--- config.mk ---
export PLATFORM = sky130hd
export DESIGN_NAME = mul_iter_unit
export DESIGN_NICKNAME = d
export VERILOG_FILES = /design/src/rtl/mul_iter_unit_pkg.sv /design/src/rtl/mul_iter_unit.sv
export SDC_FILE = /design/constraint.sdc
export NUM_CORES = 1
export LEC_CHECK = 0
export ABC_AREA = 1
export CORE_ASPECT_RATIO = 0.8
export CORE_MARGIN = 3
export CORE_UTILIZATION = 30
export DETAILED_ROUTE_END_ITERATION = 16
export PLACE_DENSITY_LB_ADDON = 0.1
export SLEW_MARGIN = 20
export SYNTH_ARGS = -nofsm -noshare
export SYNTH_HDL_FRONTEND = slang
export SYNTH_SLANG_ARGS = --single-unit
--- constraint.sdc ---
create_clock -name clk_i -period 2.8 [get_ports clk_i]
set_input_delay 0.56 -clock clk_i [delete_from_list [all_inputs] [get_ports clk_i]]
set_output_delay 0.56 -clock clk_i [all_outputs]
set_load 0.1 [all_outputs]
--- src/rtl/mul_iter_unit_pkg.sv ---
// Shared definitions for the iterative shift-add multiplier: FSM state type and
// iteration-counter sizing.
package mul_iter_unit_pkg;

  typedef enum logic [1:0] {
    IDLE = 2'd0,
    RUN  = 2'd1,
    DONE = 2'd2
  } state_e;

  // Counter must hold the value n itself, not just n-1.
  function automatic int cnt_width(input int n);
    return $clog2(n) + 1;
  endfunction

  localparam int CNT_W = cnt_width(32);

endpackage

--- src/rtl/mul_iter_unit.sv ---
// Iterative shift-add multiplier with start/busy/done handshake.
// Optional MUL_EARLY_TERM_EN: leave RUN as soon as the remaining multiplier is zero.
module mul_iter_unit
  import mul_iter_unit_pkg::*;
#(
  parameter int size = 32
) (
  input  logic            clk_i,
  input  logic            rst_i,
  input  logic            start_i,
  input  logic            signed_i,
  input  logic [size-1:0] src1_i,
  input  logic [size-1:0] src2_i,
  output logic            busy_o,
  output logic            done_o,
  output logic [size-1:0] result_lo_o,
  output logic [size-1:0] result_hi_o
);

  localparam int CNT_WIDTH = cnt_width(size);
  localparam int W2        = 2 * size;

  state_e                 state_q, state_d;
  logic                   busy_q, busy_d;
  logic                   done_q, done_d;
  logic                   sign_q, sign_d;
  logic [size-1:0]        mcand_q, mcand_d;
  logic [size-1:0]        mplier_q, mplier_d;
  logic [size-1:0]        res_lo_q, res_lo_d;
  logic [size-1:0]        res_hi_q, res_hi_d;
  logic [W2-1:0]          acc_q, acc_d;
  logic [CNT_WIDTH-1:0]   cnt_q, cnt_d;

  logic [size:0]          sum;
  logic [W2-1:0]          acc_src;
  logic [W2-1:0]          acc_fin;
  logic                   finish;

  always_comb begin
    state_d  = state_q;
    busy_d   = busy_q;
    done_d   = done_q;
    sign_d   = sign_q;
    mcand_d  = mcand_q;
    mplier_d = mplier_q;
    res_lo_d = res_lo_q;
    res_hi_d = res_hi_q;
    acc_d    = acc_q;
    cnt_d    = cnt_q;

    sum = {1'b0, acc_q[W2-1:size]} + {1'b0, (mplier_q[0] ? mcand_q : {size{1'b0}})};

`ifdef MUL_EARLY_TERM_EN
    // Remaining iterations would only shift, so collapse them into one shift.
    finish  = (cnt_q == CNT_WIDTH'(size)) || (mplier_q == '0);
    acc_src = acc_q >> (CNT_WIDTH'(size) - cnt_q);
`else
    finish  = (cnt_q == CNT_WIDTH'(size));
    acc_src = acc_q;
`endif
    acc_fin = sign_q ? ('0 - acc_src) : acc_src;

    case (state_q)
      IDLE: begin
        if (start_i) begin
          state_d  = RUN;
          busy_d   = 1'b1;
          mcand_d  = (signed_i && src1_i[size-1]) ? ('0 - src1_i) : src1_i;
          mplier_d = (signed_i && src2_i[size-1]) ? ('0 - src2_i) : src2_i;
          sign_d   = signed_i & (src1_i[size-1] ^ src2_i[size-1]);
          acc_d    = '0;
          cnt_d    = '0;
        end
      end
      RUN: begin
        // The RUN cycle after the last iteration applies the sign and registers the product.
        if (finish) begin
          state_d              = DONE;
          done_d               = 1'b1;
          {res_hi_d, res_lo_d} = acc_fin;
        end else begin
          acc_d    = {sum, acc_q[size-1:1]};
          mplier_d = mplier_q >> 1;
          cnt_d    = cnt_q + CNT_WIDTH'(1);
        end
      end
      DONE: begin
        state_d = IDLE;
        busy_d  = 1'b0;
        done_d  = 1'b0;
      end
      default: begin
        state_d = IDLE;
        busy_d  = 1'b0;
        done_d  = 1'b0;
      end
    endcase
  end

  always_ff @(posedge clk_i) begin
    if (rst_i) begin
      state_q  <= IDLE;
      busy_q   <= 1'b0;
      done_q   <= 1'b0;
      sign_q   <= 1'b0;
      mcand_q  <= '0;
      mplier_q <= '0;
      res_lo_q <= '0;
      res_hi_q <= '0;
      acc_q    <= '0;
      cnt_q    <= '0;
    end else begin
      state_q  <= state_d;
      busy_q   <= busy_d;
      done_q   <= done_d;
      sign_q   <= sign_d;
      mcand_q  <= mcand_d;
      mplier_q <= mplier_d;
      res_lo_q <= res_lo_d;
      res_hi_q <= res_hi_d;
      acc_q    <= acc_d;
      cnt_q    <= cnt_d;
    end
  end

  assign busy_o      = busy_q;
  assign done_o      = done_q;
  assign result_lo_o = res_lo_q;
  assign result_hi_o = res_hi_q;

endmodule
# ---- Word-level counts from Yosys, hierarchy flattened
# Cells that the tools add are included.
dict set report word_totals {
  reg_bits 203
  input_bits 68
  out_inout_bits 66
  elab_cells 54
}
dict set report classes {
  addsub 5
  eq_ne 5
  n_mux 20
  bitwise_logic 4
  reduce_logical 10
}
# cell count
set op_table {}
lappend op_table {{two-way mux 64 bit} 3}
lappend op_table {{two-way mux 32 bit} 5}
lappend op_table {{one-hot mux 64 bit (2 select lines)} 1}
lappend op_table {{one-hot mux 32 bit (2 select lines)} 1}
lappend op_table {{subtractor 1 x 32 -> 32 bit (first input constant)} 2}
lappend op_table {{subtractor 1 x 64 -> 64 bit (first input constant)} 1}
lappend op_table {{adder 32 x 32 -> 33 bit} 1}
lappend op_table {{two-way mux 6 bit} 2}
lappend op_table {{one-hot mux 6 bit (2 select lines)} 1}
lappend op_table {{AND reduction 2 bit} 5}
lappend op_table {{adder 6 x 1 -> 6 bit (second input constant)} 1}
lappend op_table {{== test 6 bit (second input constant)} 1}
lappend op_table {{inequality test 2 bit (second input constant)} 3}
lappend op_table {{two-way mux 2 bit} 2}
lappend op_table {{one-hot mux 1 bit (2 select lines)} 2}
lappend op_table {{one-hot mux 2 bit (2 select lines)} 1}
lappend op_table {{AND reduction 3 bit} 1}
lappend op_table {{== test 2 x 1 -> 1 bit (second input constant)} 1}
lappend op_table {{logical AND 1 bit} 2}
lappend op_table {{zero test 2 bit} 1}
lappend op_table {{two-way mux 1 bit} 2}
lappend op_table {{inverter 1 bit} 2}
lappend op_table {{nonzero test 2 bit} 1}
lappend op_table {{bitwise AND 1 bit} 1}
lappend op_table {{XOR 1 bit} 1}

# ---- Depth between registers and ports, before layout
# Gate-level depths: netlist of the first run.
dict set report logic_depth {
  depth_word 4
  mapped_depth 17
  mapped_depth_nobuf 15
}

# ---- Least setup slack after synthesis of the first run
# Ideal clock, no wire load.
dict set report synth_timing {
  path_type {reg2reg}
  startpoint {reg mplier_q[0]}
  endpoint {reg acc_q[59]}
  setup_ns 0.132
  arrival_time_ns 2.160
  t_required_ns 2.668
  path_slack_ns 0.508
  stages_incl_launch_ff 18
  path_buffers 2
  synth_period_minus_slack_ns 2.292
  cell_sequence {dfxtp_1 > clkbuf_1 > clkbuf_1 > nand2_1 > inv_1 > ha_1 > inv_1 > fa_1 > inv_1 > nand3_1 > nand3_1 > nand3_1 > nand3_1 > nand2_1 > nand2_1 > nand2_1 > nand3_1 > a21oi_1}
}
dict set report synth_between {
  elab_chain_cells 4
}
# item line_no
set synth_lines {}
lappend synth_lines {{start, declared} mul_iter_unit.sv:28} ;# logic [size-1:0] mplier_q, mplier_d;
lappend synth_lines {{start signal, assigned} mul_iter_unit.sv:118} ;# mplier_q <= mplier_d;
lappend synth_lines {{two-way mux 32 bit} mul_iter_unit.sv:51} ;# sum = {1'b0, acc_q[W2-1:size]} + {1'b0, (mplier_q[0] ? mcand_q : {size{1'b0}})};
lappend synth_lines {{adder 32 x 32 -> 33 bit} mul_iter_unit.sv:51}
lappend synth_lines {{two-way mux 64 bit} mul_iter_unit.sv:77} ;# if (finish) begin
lappend synth_lines {{one-hot mux 64 bit (2 select lines)} mul_iter_unit.sv:63} ;# case (state_q)
lappend synth_lines {{end signal, assigned} mul_iter_unit.sv:110} ;# acc_q <= '0;
lappend synth_lines {{end signal, assigned} mul_iter_unit.sv:121} ;# acc_q <= acc_d;
lappend synth_lines {{end, declared} mul_iter_unit.sv:31} ;# logic [W2-1:0] acc_q, acc_d;
# No other way between the ends. The select of a mux whose other input is x is not followed.
# A chain may end at the register's enable or synchronous reset.

# ---- Worst setup path in the final report of the first run
dict set report layout_timing {
  startpoint {reg mplier_q[0]}
  endpoint {reg acc_q[47]}
}
# Same word-level chain as after synthesis.

==> results of run 1 <==
path summary, 6_finish.rpt:
path | from | endpoint | slack (ns) | cells after the start
setup reg to reg | mplier_q[0] | acc_q[47] | 0.31 | 13
hold / removal | rst_i | acc_q[36] | 0.38 | 2
hold reg to reg | mplier_q[29] | mplier_q[29] | 0.45 | 2
setup / recovery | mplier_q[0] | acc_q[47] | 0.31 | 13
cells by family (layout without fill, tap and decap cells):
logic type / Yosys count / in the layout / synth area share
AOI/OAI and AO/OA: 349 / 349 / 0.1379
xor gates and xnor gates: 48 / 48 / 0.02986
adders and majority gates: 38 / 38 / 0.03430
buffers and inverters: 430 / 565 / 0.1215
DFF: 203 / 203 / 0.2886
and+or+nand+nor: 1280 / 1280 / 0.3878
registers in the layout (all words and copies together), names as in the netlist:
signal,cells
acc_q,64
mcand_q,32
mplier_q,32
result_hi_o,32
result_lo_o,32
cnt_q,6
state_q,2
busy_o,1
done_o,1
sign_q,1
metal layers:
layer	vias to the layer above	global-route usage	wire (microns)
met2	307	0.3009	20490
met5	-	0	7
met4	2	0.04553	1170
met1	6570	0.2904	25200
li1	7676	-	-
met3	54	0.02497	2321
layout make-up:
class                      count  share of cell area
sequential                   203              0.2428
inverter                     357             0.08005
multi-input combinational   1715              0.4962
timing repair buffer         161             0.08566
clock inverter                11            0.004858
clock buffer                  36             0.04470
tap                          612             0.04574
where the power goes:
| group | internal (mW) | switching, mW |
|---|---|---|
| sequential | 2.99 | 0.0710 |
| clock | 1.87 | 1.36 |
| combinational | 0.373 | 0.693 |
worst max-delay path: stages, from the launching register on:
cell	delay, ns
dfxtp_1	0.41
buf_4	0.33
nand2_1	0.09
inv_1	0.08
ha_1	0.29
nand2_1	0.09
nand2_1	0.10
a21oi_1	0.23
o21bai_1	0.12
a21oi_1	0.33
inv_1	0.07
nand2_1	0.06
nand3_1	0.06
a21oi_1	0.14
stage by stage:
stage | setup slack (ns) | cell area (sq um)
2_1_floorplan | 0.5079 | 14080
3_3_place_gp | 0.3064 | 15910
3_5_place_dp | 0.3141 | 15910
4_1_cts | 0.3495 | 16740
5_1_grt | 0.02966 | 16740
6_report | 0.3135 | 16740
layout by cell type (no fill, tap or decap), drive strengths merged, types with 8 or more instances in the layout:
cell type,n
nand2,704
inv,357
nor2,331
dfxtp,203
nand3,184
o21ai,156
a21oi,115
buf,95
clkdlybuf4s50,66
xor2,41
o22ai,40
ha,37
clkbuf,36
nand4,29
nor3,15
o211ai,9
clkinv,9
a31oi,8
nand3b,8
==> results by group, run 1 <==
Run status
  – Status: finished clean

Routing
  – Avg Vias per Cell: 4.720
  – Vias: 14.61k
  – Final wirelength: 49190 microns
  – Initial DRC Count: 1049
  – DRT antenna net count: 0
  – Pre-antenna DRT Iters: 5
  – DRC: 0
  – Detailed-route wire length per cell: 15.89 microns

Power and ir drop
  – Leakage: 8.589 nW
  – Total power: 7.366 mW
  – Maximum vdd drop: 0.4055 mV
  – Pwr Density: 440.0 mW/mm^2

Global route
  – First-pass GRT wire length: 76730 microns
  – Initial antenna violation count: 1
  – Gr ovfl total: 0
  – Vias in the first global route: 13.75k
  – GRT Resource Usage Total: 0.1955
  – Largest net degree at the start of global routing: 122

CTS
  – Clk sinks: 203
  – CTS resizes: 0
  – CTS root buf: clkbuf_16
  – H-tree depth: 1
  – CTS tree: done
  – CTS Buf Count: 26
  – Longest Clk Path Bufs: 3
  – CTS Hold Bufs: 0
  – Clk pin slew, worst setup/hold paths: 0.06 ns
  – Worst skew pair latency: 0.55 ns
  – Number of setup buffers added after CTS: 0

STA
  – Fin Hold WS: 0.3785 ns
  – Final setup violation count: 0
  – Post-route clock skew: 0.03008 ns
  – Min Tclk post-route: 2.486 ns
  – Final hold viol count: 0
  – Setup TNS: 0 ns
  – Highest Clock Rate: 402.2 MHz
  – Slew HR: 0.5946
  – RSZ-0062 raised after global routing: no
  – Fin crit share: 0.8880
  – Worst-Margin Slew: 0.6082 ns
  – Slew Limit Fails: 0

Final layout
  – Fillers: 5241
  – Area of the multi-input gates: 0.008305 sq mm
  – ANT cells: 0
  – Area Growth Syn to Fin: 18.89%
  – Post-layout util: 0.3634
  – Nets: 2570
  – Final std cells w/o fill: 3095
  – Layout cells sized above 1: 0.09021
  – Register Area: 0.004065 sq mm

Run
  – MaxCap Viol Count: 0

Worst setup path
  – CP required: 3.26 ns
  – Critical path arrival: 2.95 ns
  – Critical path startpoint category: flip-flop
  – Setup CP Type: flip-flop to flip-flop
  – Critical Path Fanout Max: 27
  – CP Capture Type: flip-flop

Synthesis
  – Netlist cell types: 51
  – Syn_area_per_cell: 5.996 sq um
  – Synth top area share: 0.2886
  – Number of synthesized flops with an enable pin: 0
  – Ys Warns: 0
  – Post-synth top cells: nand2_1 (687), inv_1 (338), nor2_1 (306)
  – Post-synthesis sequential area ratio: 0.2886
  – Yosys top cell by area: dfxtp_1
  – Cells after Synth: 2348
  – Synthesized cell area: 0.01408 sq mm
  – Ys flop type: dfxtp_1
  – Top post-synthesis cells by area: dfxtp_1 (29%), nand2_1 (18%), inv_1 (9.0%)
  – Net count after synthesis: 2454
  – Yosys reg bits: 203
  – Top-count cell post-synth: nand2_1
  – Synth async-reset ratio: 0

Floorplan
  – Die area: 0.04958 sq mm
  – Die H: 199.8 microns
  – Core area: 0.04607 sq mm
  – Row cnt: 70
  – # IOs: 134
  – Initial core utilization: 0.3056
  – Die W: 248.2 microns

Worst hold path
  – Worst hold path type: input port to flip-flop

Placement
  – Final Wtd Congestion: 0.8921
  – Placed cell count: 3048
  – DP Wirelength: 38690 microns
  – PortBufs: 133
(Power assumes the default switching activity.)
==> inputs of run 2 (changes only) <==
--- a/config.mk
+++ b/config.mk
@@ -7,8 +7,9 @@
 export LEC_CHECK = 0
 export ABC_AREA = 1
 export CORE_ASPECT_RATIO = 0.8
-export CORE_MARGIN = 3
+export CORE_MARGIN = 4
 export CORE_UTILIZATION = 30
+export CTS_CLUSTER_SIZE = 12
 export DETAILED_ROUTE_END_ITERATION = 16
 export PLACE_DENSITY_LB_ADDON = 0.1
 export SLEW_MARGIN = 20
==> run 2 against run 1 <==
Net effect:
- register-to-register slack better by 0.24 ns
- clock skew is 0.010 ns lower
- sequential power about the same
- critical path depth grew 2
- first-iteration DRC count increased by 1.7%
- clock power grew 6%
- largest power group unchanged
- highest routed layer is now met4
- cell count fell by 0.16%
==> results by group, run 2 (synthesis results as in run 1) <==
STA
  – Post-route clock skew: 0.01973 ns (-0.01035 ns)
  – Slew Limit Fails: 0 (unchanged)
  – Highest Clock Rate: 446.1 MHz (+11%)
  – Final hold viol count: 0 (unchanged)
  – Fin crit share: 0.8007 (-0.08734)
  – RSZ-0062 raised after global routing: no
  – Worst-Margin Slew: 0.5760 ns (-0.03214 ns)
  – Slew HR: 0.6160 (+0.02143)
  – Final setup violation count: 0 (unchanged)
  – PnR worst setup slack: 0.5581 ns (+0.2446 ns)
  – Min Tclk post-route: 2.242 ns (-0.2446 ns)
  – Setup TNS: 0 ns (unchanged)

Run status
  – Status: finished clean

Worst setup path
  – CP cell instances: buf_12 > nand2_1 > inv_1 > ha_1 > nand2_1 > inv_1 > a21oi_1 > nand2_1 > nand2_1 > nand2_1 > nand2_1 > nand2_1 > nand2_1 > nand3_1 > a21oi_1
  – RR Endpoint: acc_q[62]
  – CP max stage cell: dfxtp_1
  – WP buf/inv: 3 (unchanged)
  – Worst setup path start: mplier_q[0]
  – R2R cell count: 15 (+2)
  – Critical path arrival: 2.72 ns (-0.23 ns)
  – Critical path startpoint category: flip-flop
  – Cell family with most CP delay: simple AND/OR/NAND/NOR gates
  – CP required: 3.28 ns (+0.02 ns)
  – Reg-to-reg startpoint: mplier_q[0]
  – Critical Path Fanout Max: 32 (+19%)
  – Critical path depth: 15 (+2)
  – Crit path to: acc_q[62]
  – R2r setup slk: 0.56 ns (+0.24 ns)
  – CP Capture Type: flip-flop
  – Most frequent CP cell: nand2_1
  – Setup CP Type: flip-flop to flip-flop
  – Crit-path max cell delay: 0.37 ns (-0.04 ns)

CTS
  – CTS tree: done
  – Clk sinks: 203 (unchanged)
  – CTS root buf: clkbuf_16
  – Number of setup buffers added after CTS: 0 (unchanged)
  – CTS Hold Bufs: 0 (unchanged)
  – CTS Buf Count: 25 (-3.8%)
  – Longest Clk Path Bufs: 3 (unchanged)
  – Worst skew pair latency: 0.55 ns (about the same)
  – Clk pin slew, worst setup/hold paths: 0.06 ns (about the same)
  – H-tree depth: 1 (unchanged)
  – CTS resizes: 0 (unchanged)

Final layout
  – Post-layout util: 0.3635 (about the same)
  – Area Growth Syn to Fin: 18.94% (about the same)
  – Largest register FFs: 64 (unchanged)
  – Nets: 2566 (-0.16%)
  – ANT cells: 0 (unchanged)
  – Top reg by flops: acc_q
  – Most common cell after layout, fill and taps aside: nand2_1
  – Layout cells sized above 1: 0.08838 (-0.001836)
  – Final Cell Area: 0.01675 sq mm (about the same)
  – Final std cells w/o fill: 3090 (-0.16%)
  – Most frequent cells in the layout: nand2_1 (687), inv_1 (338), nor2_1 (306), dfxtp_1 (202), nand3_1 (174)

Routing
  – Routed length on met2: 20140 microns (-1.7%)
  – Initial DRC Count: 1067 (+1.7%)
  – Met3 wire length: 2133 microns (-8.1%)
  – Pre-antenna DRT Iters: 5 (unchanged)
  – Avg Vias per Cell: 4.734 (+0.30%)
  – DRC: 0 (unchanged)
  – DRT antenna net count: 0 (unchanged)
  – Vias: 14.63k (+0.14%)
  – Metal-1 WL: 25260 microns (+0.21%)
  – Detailed-route wire length per cell: 15.77 microns (-0.75%)
  – Top routing layer used: met4
  – Final wirelength: 48740 microns (-0.91%)

Global route
  – GRT Resource Usage Total: 0.1885 (-0.007078)
  – Gr ovfl total: 0 (unchanged)
  – Initial antenna violation count: 0 (-1)
  – Largest net degree at the start of global routing: 122 (unchanged)
  – First-pass GRT wire length: 77340 microns (+0.79%)
  – Vias in the first global route: 13.88k (+0.92%)

Floorplan
  – # IOs: 134 (unchanged)
  – Die W: 250.2 microns (+0.81%)
  – Die area: 0.05048 sq mm (+1.8%)
  – Die H: 201.8 microns (+1.0%)
  – Initial core utilization: 0.3056 (unchanged)
  – Row cnt: 70 (unchanged)
  – Core area: 0.04607 sq mm (unchanged)

Power and ir drop
  – Maximum vdd drop: 0.4485 mV (+11%)
  – Pwr Density: 450.1 mW/mm^2 (+2.3%)
  – Leakage: 8.587 nW (about the same)

Placement
  – DP Wirelength: 38260 microns (-1.1%)
  – PortBufs: 133 (unchanged)
  – Dpl ws: 0.3458 ns (+0.03172 ns)
  – Placed cell count: 3045 (-0.098%)
  – Final Wtd Congestion: 0.8816 (-1.2%)
  – Placement Cell Area: 0.01589 sq mm (-0.14%)

Run
  – MaxCap Viol Count: 0 (unchanged)

Worst hold path
  – Worst hold path type: flip-flop to flip-flop
-- run 2: report_power, final --
| group | switching [mW] | total, mW | internal (mW) |
|---|---|---|---|
| registers | 0.0670 | 3.06 | 2.99 |
| clock network | 1.34 | 3.42 | 2.07 |
| logic | 0.688 | 1.06 | 0.375 |
| total | 2.10 | 7.54 | 5.44 |
-- run 2: worst min-delay path, cell delays in order (launching register included) --
cell and delay, ns:
dfxtp_1 0.31, nand2_1 0.06, nand2_1 0.04
-- run 2: worst min-delay path by stage --
| stage | start | cells past startpoint | to |
|---|---|---|---|
| final | mplier_q[29] | 2 | mplier_q[29] |
| after global routing | mplier_q[29] | 2 | mplier_q[29] |
| after CTS | mplier_q[29] | 2 | mplier_q[29] |
| after detailed placement | mplier_q[14] | 2 | mplier_q[14] |
| after global placement | mplier_q[14] | 2 | mplier_q[14] |
| after floorplan | mplier_q[26] | 2 | mplier_q[26] |
-- run 2: per-layer routing --
metal  up-vias  GRT usage
met3        56    0.02404
met5         -          0
met1      6598     0.2830
li1       7667          -
met4         0    0.04377
met2       308     0.2865
-- run 2: per-stage QoR --
stage	hold slack, ns	power [mW]
4_1_cts	0.4497	7.649
6_report	0.4483	7.537
3_3_place_gp	0.4358	4.183
2_1_floorplan	0.4206	3.799
5_1_grt	0.4598	7.917
3_5_place_dp	0.4347	4.186
-- run 2: layout make-up --
cell class / instances / area (sq um)
Clock buffer: 35 / 723.2
Multi-Input combinational cell: 1715 / 8305
Fill cell: 5214 / 29320
Clock inverter: 10 / 135.1
Sequential cell: 203 / 4065
Inverter: 357 / 1340
Tap cell: 612 / 765.7
Timing Repair Buffer: 158 / 1411
==> inputs of run 3 (changes only) <==
==> constraint.sdc (replaced) <==
create_clock -name clk_i -period 2.3 [get_ports clk_i]
set_input_delay 0.46 -clock clk_i [delete_from_list [all_inputs] [get_ports clk_i]]
set_output_delay 0.46 -clock clk_i [all_outputs]
set_load 0.1 [all_outputs]
==> run 3 against run 2 <==
Net effect:
- combinational power grew 31%
- global-route usage grew 0.23 points
- critical path depth shrank 1
- cell area grew 4.7%
- clock skew grew 0.013 ns
- flip-flop and latch count is the same
- utilization grew 1.7 points
- sequential share of layout area shrank 1.1 points
- total power grew 20%
- largest cell class unchanged
==> results by group, run 3 (synthesis results as in run 1) <==
Run status
  – Status: finished clean

Floorplan
  – Row cnt: 70 (unchanged)
  – Die W: 250.2 microns (unchanged)
  – Die area: 0.05048 sq mm (unchanged)
  – # IOs: 134 (unchanged)
  – Core area: 0.04607 sq mm (unchanged)
  – Die H: 201.8 microns (unchanged)
  – Initial core utilization: 0.3056 (unchanged)

Final layout
  – Final std cells w/o fill: 3188 (+3.2%)
  – Layout cells sized above 1: 0.1328 (+0.04439)
  – Register Area: 0.004066 sq mm (about the same)
  – Nets: 2665 (+3.9%)
  – Area of the multi-input gates: 0.008379 sq mm (+0.89%)
  – Post-layout util: 0.3805 (+0.01703)
  – Fillers: 5172 (-0.81%)
  – Area Growth Syn to Fin: 24.51%
  – Most common cell after layout, fill and taps aside: nand2_1
  – Most frequent cells in the layout: nand2_1 (680), inv_1 (338), nor2_1 (293), dfxtp_1 (201), buf_4 (183)
  – ANT cells: 0 (unchanged)
  – Top reg by flops: acc_q
  – Largest register FFs: 64 (unchanged)

Power and ir drop
  – Total power: 9.028 mW (+20%)
  – Cell Int Power: 6.457 mW (+19%)
  – Reg power frac: 0.413 (+0.007)
  – Pwr Density: 515.0 mW/mm^2 (+14%)
  – Switch Pwr: 2.571 mW (+23%)
  – Clock share of power: 0.434 (-0.019)
  – Net Sw Frac: 0.2848 (+0.006363)
  – Combinational share of power: 0.154 (+0.013)
  – Maximum vdd drop: 0.5049 mV (+13%)
  – Leakage: 9.079 nW (+5.7%)

CTS
  – CTS root buf: clkbuf_16
  – H-tree depth: 1 (unchanged)
  – CTS tree: done
  – Clk pin slew, worst setup/hold paths: 0.06 ns (about the same)
  – Clk sinks: 203 (unchanged)
  – CTS Buf Count: 25 (unchanged)
  – Worst skew pair latency: 0.57 ns (+0.02 ns)
  – Longest Clk Path Bufs: 3 (unchanged)
  – Number of setup buffers added after CTS: 0 (unchanged)

STA
  – Slew Limit Fails: 0 (unchanged)
  – Slew HR: 0.6077 (-0.008324)
  – Min Tclk post-route: 2.139 ns (-0.1029 ns)
  – Highest Clock Rate: 467.5 MHz (+4.8%)
  – PnR worst setup slack: 0.1610 ns (-0.3971 ns)
  – Final setup violation count: 0 (unchanged)
  – Post-route clock skew: 0.03241 ns (+0.01268 ns)
  – Fin crit share: 0.9300 (+0.1293)
  – Final hold viol count: 0 (unchanged)
  – Worst-Margin Slew: 0.5885 ns (+0.01249 ns)
  – Fin Hold WS: 0.3911 ns (-0.05718 ns)

Worst setup path
  – CP required: 2.79 ns (-0.49 ns)
  – Critical path startpoint category: flip-flop
  – R2R cell count: 14 (-1)
  – Setup CP Type: flip-flop to flip-flop
  – Critical path arrival: 2.63 ns (-0.09 ns)
  – CP Capture Type: flip-flop
  – Critical Path Fanout Max: 17 (-47%)

Placement
  – DP Wirelength: 39720 microns (+3.8%)
  – Dpl ws: -0.1392 ns (-0.4850 ns)
  – Final Wtd Congestion: 0.9025 (+2.4%)
  – PortBufs: 133 (unchanged)
  – Placed cell count: 3144 (+3.3%)

Global route
  – Grt met1 use: 0.2865 (+0.003547)
  – Top Usage Layer GRT: met2
  – Initial antenna violation count: 1 (+1)
  – GRT met2 Usage: 0.2922 (+0.005755)
  – Vias in the first global route: 14.13k (+1.8%)
  – Largest net degree at the start of global routing: 122 (unchanged)
  – Gr ovfl total: 0 (unchanged)
  – First-pass GRT wire length: 78270 microns (+1.2%)
  – GRT Resource Usage Total: 0.1908 (+0.002320)
  – GRT met3 Usage: 0.02494 (+0.0009046)

Run
  – MaxCap Viol Count: 0 (unchanged)

Routing
  – Vias: 14.87k (+1.7%)
  – Final wirelength: 49900 microns (+2.4%)
  – DRT antenna net count: 0 (unchanged)
  – DRC: 0 (unchanged)
  – Avg Vias per Cell: 4.665 (-1.5%)
  – Initial DRC Count: 972 (-8.9%)
  – Detailed-route wire length per cell: 15.65 microns (-0.77%)
  – Pre-antenna DRT Iters: 5 (unchanged)

Worst hold path
  – Worst hold path type: input port to flip-flop
  – Hold path depth: 4 (+2)
run 3: changes by cell type in the layout (fill, tap and decap cells not counted), moves of 7 or more:
| cell | delta |
|---|---|
| nand2_1 | -7 |
| nor2_1 | -13 |
| buf_4 | +97 |
| nor2_2 | +13 |
| nand2_2 | +7 |
run 3: critical path, cell delays in order (launching register included):
cell	delay [ns]
dfxtp_2	0.37
buf_12	0.16
nand2_1	0.06
inv_1	0.07
ha_2	0.32
nand2_2	0.11
inv_1	0.04
nand2_1	0.06
nand2_1	0.07
a21oi_1	0.15
nand2_2	0.15
buf_4	0.17
a21oi_1	0.10
o21ai_0	0.10
a21oi_1	0.13
run 3: final timing paths:
path,startpoint,endpoint,slack (ns)
worst min register to register,mplier_q[20],mplier_q[20],0.45
worst min-delay path,rst_i,mcand_q[24],0.39
worst max-delay path,mplier_q[0],acc_q[44],0.16
worst max register to register,mplier_q[0],acc_q[44],0.16
run 3: cell type report:
cell class / instances / area share
Sequential cell: 203 / 0.2320
Clock buffer: 37 / 0.04111
Timing Repair Buffer: 257 / 0.1243
Inverter: 357 / 0.07644
Multi-Input combinational cell: 1715 / 0.4780
Tap cell: 612 / 0.04368
Clock inverter: 7 / 0.004496
run 3: power groups by stage:
stage	Clock (mW)	Sequential, mW	Combinational (mW)
3_3_place_gp	0	3.80	1.39
6_report	3.91	3.73	1.39
4_1_cts	4.04	3.72	1.40
2_1_floorplan	0	3.77	0.851
3_5_place_dp	0	3.80	1.39
5_1_grt	4.17	3.74	1.57
run 3: what timing repair did:
item                                    CTS  global route
hold buffers                              0             0
endpoints found under the setup margin    1            19
gates resized for setup                   1            30
endpoints found under the hold margin     0             0
pin swaps                                 0             1
run 3: metrics by stage:
stage / cell area [sq um] / TNS (ns)
global placement: 16640 / -0.3165
CTS: 17450 / 0
finish: 17530 / 0
floorplan: 14080 / 0
global route: 17530 / -0.01336
detailed placement: 16640 / -0.3664
run 3: routing by layer:
layer	vias up	wire [microns]
li1	7867	-
met1	6653	25640
met2	293	20990
met3	57	2195
met4	2	1070
met5	-	8
